$ cat config.mk
export PLATFORM = sky130hd
export DESIGN_NAME = pipe_mul_sm
export DESIGN_NICKNAME = d
export VERILOG_FILES = /design/src/rtl/pipe_mul_sm.sv
export SDC_FILE = /design/constraint.sdc
export NUM_CORES = 2
export LEC_CHECK = 0
export CORE_MARGIN = 3
export CORE_UTILIZATION = 46
export DETAILED_ROUTE_END_ITERATION = 10
export MAX_ROUTING_LAYER = met4
export SYNTH_ARGS = -nofsm -noshare
export SYNTH_HDL_FRONTEND = slang
export SYNTH_SLANG_ARGS = --single-unit
$ cat constraint.sdc
create_clock -name clk -period 8.1 [get_ports clk]
set_input_delay 1.62 -clock clk [delete_from_list [all_inputs] [get_ports clk]]
set_output_delay 1.62 -clock clk [all_outputs]
set_load 0.01 [all_outputs]
$ cat src/rtl/pipe_mul_sm.sv
// pipe_mul_sm: four-stage pipelined W x W multiplier with valid/ready handshake.
//
// Each operand is reduced to its magnitude, split into two H-bit halves
// (H = W/2), and the product is assembled from four H x H partial products.
// Signed results are produced by negating the unsigned magnitude product.
// The pipeline stalls as a whole whenever the output holds a result that has
// not been consumed.
//
// Ports:
//   clk        - clock, all state updates on the rising edge
//   rst        - synchronous active-high reset
//   a, b       - W-bit operands
//   sgn        - 1 = two's-complement operands, 0 = unsigned
//   in_valid   - operand pair valid
//   in_ready   - block accepts a pair this cycle (combinational)
//   res        - 2W-bit product (registered)
//   out_valid  - res holds a product (registered)
//   out_ready  - downstream consumes res
//   count      - number of products delivered, modulo 2^CW (registered)
module pipe_mul_sm #(
    parameter int W  = 32,
    parameter int CW = 16
) (
    input  logic             clk,
    input  logic             rst,
    input  logic [W-1:0]     a,
    input  logic [W-1:0]     b,
    input  logic             sgn,
    input  logic             in_valid,
    output logic             in_ready,
    output logic [2*W-1:0]   res,
    output logic             out_valid,
    input  logic             out_ready,
    output logic [CW-1:0]    count
);

    localparam int H = W / 2;

    // Magnitude of an operand; the most negative value maps onto 2^(W-1),
    // which still fits in W unsigned bits.
    function automatic logic [W-1:0] mag_f(input logic [W-1:0] x, input logic sgn_i);
        logic [W-1:0] m;
        if (sgn_i && x[W-1]) begin
            m = ~x + {{(W-1){1'b0}}, 1'b1};
        end else begin
            m = x;
        end
        return m;
    endfunction

    // Two's-complement negation of a full-width product.
    function automatic logic [2*W-1:0] neg_f(input logic [2*W-1:0] x);
        return ~x + {{(2*W-1){1'b0}}, 1'b1};
    endfunction

    // Unsigned H x H partial product, full 2H-bit result.
    function automatic logic [2*H-1:0] pp_f(input logic [H-1:0] x, input logic [H-1:0] y);
        return {{H{1'b0}}, x} * {{H{1'b0}}, y};
    endfunction

    logic             advance_s;
    logic [W-1:0]     ma_s;
    logic [W-1:0]     mb_s;
    logic             neg_s;
    logic [2*H-1:0]   ll_s;
    logic [2*H-1:0]   lh_s;
    logic [2*H-1:0]   hl_s;
    logic [2*H-1:0]   hh_s;
    logic [2*H:0]     mid_s;
    logic [2*W-1:0]   prod_s;
    logic [2*W-1:0]   res_s;

    logic             s1_v_r;
    logic [W-1:0]     s1_ma_r;
    logic [W-1:0]     s1_mb_r;
    logic             s1_neg_r;
    logic             s2_v_r;
    logic [2*H-1:0]   s2_ll_r;
    logic [2*H-1:0]   s2_lh_r;
    logic [2*H-1:0]   s2_hl_r;
    logic [2*H-1:0]   s2_hh_r;
    logic             s2_neg_r;
    logic             s3_v_r;
    logic [2*H:0]     s3_mid_r;
    logic [2*H-1:0]   s3_ll_r;
    logic [2*H-1:0]   s3_hh_r;
    logic             s3_neg_r;
    logic [2*W-1:0]   res_r;
    logic             out_valid_r;
    logic [CW-1:0]    count_r;

    // The whole pipeline moves when the output slot is empty or being drained.
    assign advance_s = !out_valid_r || out_ready;
    assign in_ready  = advance_s;
    assign res       = res_r;
    assign out_valid = out_valid_r;
    assign count     = count_r;

    // Next-stage datapath values for every pipeline stage.
    always_comb begin
        ma_s   = mag_f(a, sgn);
        mb_s   = mag_f(b, sgn);
        neg_s  = sgn & (a[W-1] ^ b[W-1]);
        ll_s   = pp_f(s1_ma_r[H-1:0], s1_mb_r[H-1:0]);
        lh_s   = pp_f(s1_ma_r[H-1:0], s1_mb_r[W-1:H]);
        hl_s   = pp_f(s1_ma_r[W-1:H], s1_mb_r[H-1:0]);
        hh_s   = pp_f(s1_ma_r[W-1:H], s1_mb_r[W-1:H]);
        mid_s  = {1'b0, s2_lh_r} + {1'b0, s2_hl_r};
        prod_s = {s3_hh_r, {W{1'b0}}}
               + ({{(W-1){1'b0}}, s3_mid_r} << H)
               + {{W{1'b0}}, s3_ll_r};
        if (s3_neg_r) begin
            res_s = neg_f(prod_s);
        end else begin
            res_s = prod_s;
        end
    end

    // Pipeline stage registers; reset clears everything, otherwise a global
    // stall holds every stage including the output.
    always_ff @(posedge clk) begin
        if (rst) begin
            s1_v_r      <= 1'b0;
            s1_ma_r     <= {W{1'b0}};
            s1_mb_r     <= {W{1'b0}};
            s1_neg_r    <= 1'b0;
            s2_v_r      <= 1'b0;
            s2_ll_r     <= {(2*H){1'b0}};
            s2_lh_r     <= {(2*H){1'b0}};
            s2_hl_r     <= {(2*H){1'b0}};
            s2_hh_r     <= {(2*H){1'b0}};
            s2_neg_r    <= 1'b0;
            s3_v_r      <= 1'b0;
            s3_mid_r    <= {(2*H+1){1'b0}};
            s3_ll_r     <= {(2*H){1'b0}};
            s3_hh_r     <= {(2*H){1'b0}};
            s3_neg_r    <= 1'b0;
            res_r       <= {(2*W){1'b0}};
            out_valid_r <= 1'b0;
        end else if (advance_s) begin
            s1_v_r      <= in_valid;
            s1_ma_r     <= ma_s;
            s1_mb_r     <= mb_s;
            s1_neg_r    <= neg_s;
            s2_v_r      <= s1_v_r;
            s2_ll_r     <= ll_s;
            s2_lh_r     <= lh_s;
            s2_hl_r     <= hl_s;
            s2_hh_r     <= hh_s;
            s2_neg_r    <= s1_neg_r;
            s3_v_r      <= s2_v_r;
            s3_mid_r    <= mid_s;
            s3_ll_r     <= s2_ll_r;
            s3_hh_r     <= s2_hh_r;
            s3_neg_r    <= s2_neg_r;
            res_r       <= res_s;
            out_valid_r <= s3_v_r;
        end else begin
            s1_v_r      <= s1_v_r;
            out_valid_r <= out_valid_r;
        end
    end

    // Delivered-product counter, wraps naturally at 2^CW.
    always_ff @(posedge clk) begin
        if (rst) begin
            count_r <= {CW{1'b0}};
        end else if (out_valid_r && out_ready) begin
            count_r <= count_r + {{(CW-1){1'b0}}, 1'b1};
        end else begin
            count_r <= count_r;
        end
    end

endmodule

==> impl_metrics.toml <==
[run_status]
status = "finished clean"

[worst_hold_path]
hold-path-cell-count = 2
hold_class = "reg -> reg"

[clocking]
clock_sinks = 376
cts_resized = 0
htree_levels = 2
clk_pin_slew_ps = 60
clk_latency_ps = 630
cts_max_path_buffers = 3
cts_tree = "built"
cts_root_buf = "clkbuf_16"
postCtsSetupBuffers = 0
hold_buffers = 0
numCtsBuffers = 46

[timing]
setup_viol = 0
tightest_slew_ps = 1030
min_period_over_period = 0.910
period_minus_slack_ps = 7370
fin_tns_setup_ps = 0
rsz0062_at_grt = "no"
max_clock_freq_ghz = 0.136
slew_violations = 0
maxSlewHeadroom = 0.314
fin_skew_ps = 22.6
hold_viol = 0

[logic_synthesis]
ys_warn_count = 0
yosysMostFrequentCell = "nand2_1"
synth_top_area_cell = "fa_1"
seq_area_frac_synth = 0.144
synth_edf_count = 0
syn_avg_cell_area_um2 = 8.40
synthCells = 6221
syn_area_um2 = 52200
async_flop_share = 0
yosys-top-cells-count = "nand2_1 (1066), inv_1 (923), fa_1 (778)"
ys.flop_type = "dfxtp_1"
netlist_top_cells_area = "fa_1 (30%), dfxtp_1 (14%), ha_1 (12%), nand2_1 (7.7%), inv_1 (6.6%)"
synth_nets = 7553
synth_top_area_share = 0.298
synth_cell_type_count = 82
synth-seq-cells = 376

[critical_path]
critPathCaptureType = "flop"
crit_buf_inv = 3
startpoint = "s1_mb_r[1]"
cp.depth = 19
ff2ff_setup_slack_ps = 730
crit_top_cell = "fa_1"
cp_top_family = "adder cells"
path_max_fanout = 18
cp-start-kind = "flop"
timing.rr.start = "s1_mb_r[1]"
slowest_delay_ps = 990
cpMaxStageDelayCell = "dfxtp_1"
worstPathArrival_ps = 7860
r2r_cells = 19
worst-setup-path-type = "reg -> reg"
crit_chain = "nand2_1 -> fa_1 -> fa_1 -> fa_1 -> inv_1 -> ha_1 -> fa_1 -> inv_1 -> fa_1 -> inv_1 -> ha_1 -> o41ai_1 -> o21ai_0 -> o21ai_0 -> a21oi_1 -> and4_1 -> a2111oi_0 -> xor2_1 -> o21ai_0"
critical_path_required_ps = 8590
cp-endpoint = "s2_ll_r[19]"
r2r_end = "s2_ll_r[19]"

[final_layout]
syn_to_final_growth_pct = 8.54
nets = 7511
stdcell_area_um2 = 56700
layout.area.seq_um2 = 7530
multi_input_area_um2 = 40000
fillers = 10829
largest_reg_flops = 64
layout-drive-gt1-share = 0.0343

[grt]
overflow = 0
track_usage = 0.273
grt_max_degree = 173
grt_pass1_vias = 42113
grt_pass1_wl_um = 244000
antenna_found_initial = 4

[route]
drt_iter0_drc = 2867
wl_um = 154000
ant_nets = 0
post-route-drc-count = 0
drt_first_pass_iters = 6
via_count = 41358
wire_per_inst_um = 19.9
viasPerCell = 5.37

[die]
fp.dieW_um = 343
ios = 151
die_h_um = 343
die_area_um2 = 118000
placementRows = 122
initial_core_util = 0.468
core_um2 = 112000

[placement]
port_buffers = 150
gp_congestion = 0.976
dp_hpwl_um = 120000
placed_cell_area_um2 = 55200

[power]
ir_drop_mv = 0.167
p_per_area_nw_per_um2 = 190
cellLeakagePower_nw = 27.3

[run]
cap_viol_max_count = 0
## area by class of cell
cell class,instances,area share
clock buffer,64,0.0224
inverter,924,0.0613
multi-input combinational,4577,0.705
sequential,376,0.133
clock inverter,20,0.00455
timing repair buffer,254,0.0412
tap,1488,0.0328
antenna,5,0.000221
## where the power goes
group          internal, mW  switching (mW)
Combinational          2.44            3.73
Clock                  1.21           0.917
Sequential             2.19           0.299
Total                  5.83            4.95
## worst min path at each step
stage	slack, ps	end	startpoint
floorplan	420	s2_hh_r[19]	s2_hh_r[19]
global placement	440	res[61]	res[61]
detailed placement	440	res[61]	res[61]
CTS	450	res[61]	res[61]
global route	470	res[59]	res[59]
finish	440	res[61]	res[61]
## kinds of logic after synthesis
family          count (synthesis)  share of synthesized area
xor+xnor                      291                     0.0488
buf+inv                      1268                     0.0914
fa+ha+maj                    1263                      0.414
mux                             4                   0.000790
simple gates                 2086                      0.188
compound gates                933                      0.113
flops                         376                      0.144
## per-layer routing
metal | track usage | wire [um] | vias up
met2 | 0.399 | 64200 | 1379
li1 | - | - | 19599
met5 | - | 0 | -
met1 | 0.392 | 73200 | 20213
met4 | 0.0540 | 3200 | 0
met3 | 0.0592 | 13200 | 167
## worst min-delay path, delay by kind of cell, from the launching register on
kind	cells	cell delay (ps)
flip-flops	1	300
AND/OR/NAND/NOR	1	50
AO/OA/AOI/OAI	1	50
## through the flow
step	util	hold slack, ps	power [mW]	instances	setup slack [ps]
2_1_floorplan	-	425	6.64	6221	1550
3_3_place_gp	0.494	436	8.53	7619	948
3_5_place_dp	0.494	441	8.60	7619	877
4_1_cts	0.507	449	10.8	7703	884
5_1_grt	0.507	469	11.7	7707	424
6_report	0.507	443	10.8	7708	731
## cells in the final DEF (no fill, tap or decap), drive strengths merged, types with 14 or more instances in the layout
master,n
clkdlybuf4s50,149
and3,28
nor3,51
clkinv,14
buf,105
or3,41
a211oi,121
xor2,140
o31ai,28
a31oi,30
clkbuf,64
nand2,1066
nand2b,26
nand3,52
and2,483
a21o,99
o21ai,168
inv,926
dfxtp,376
o41ai,14
xnor2,151
nor2,235
o211ai,15
o21bai,19
o21a,21
a21oi,328
or4,15
nor2b,24
fa,778
nand4,25
ha,485
No activity file was read; power rests on OpenSTA's default activity.
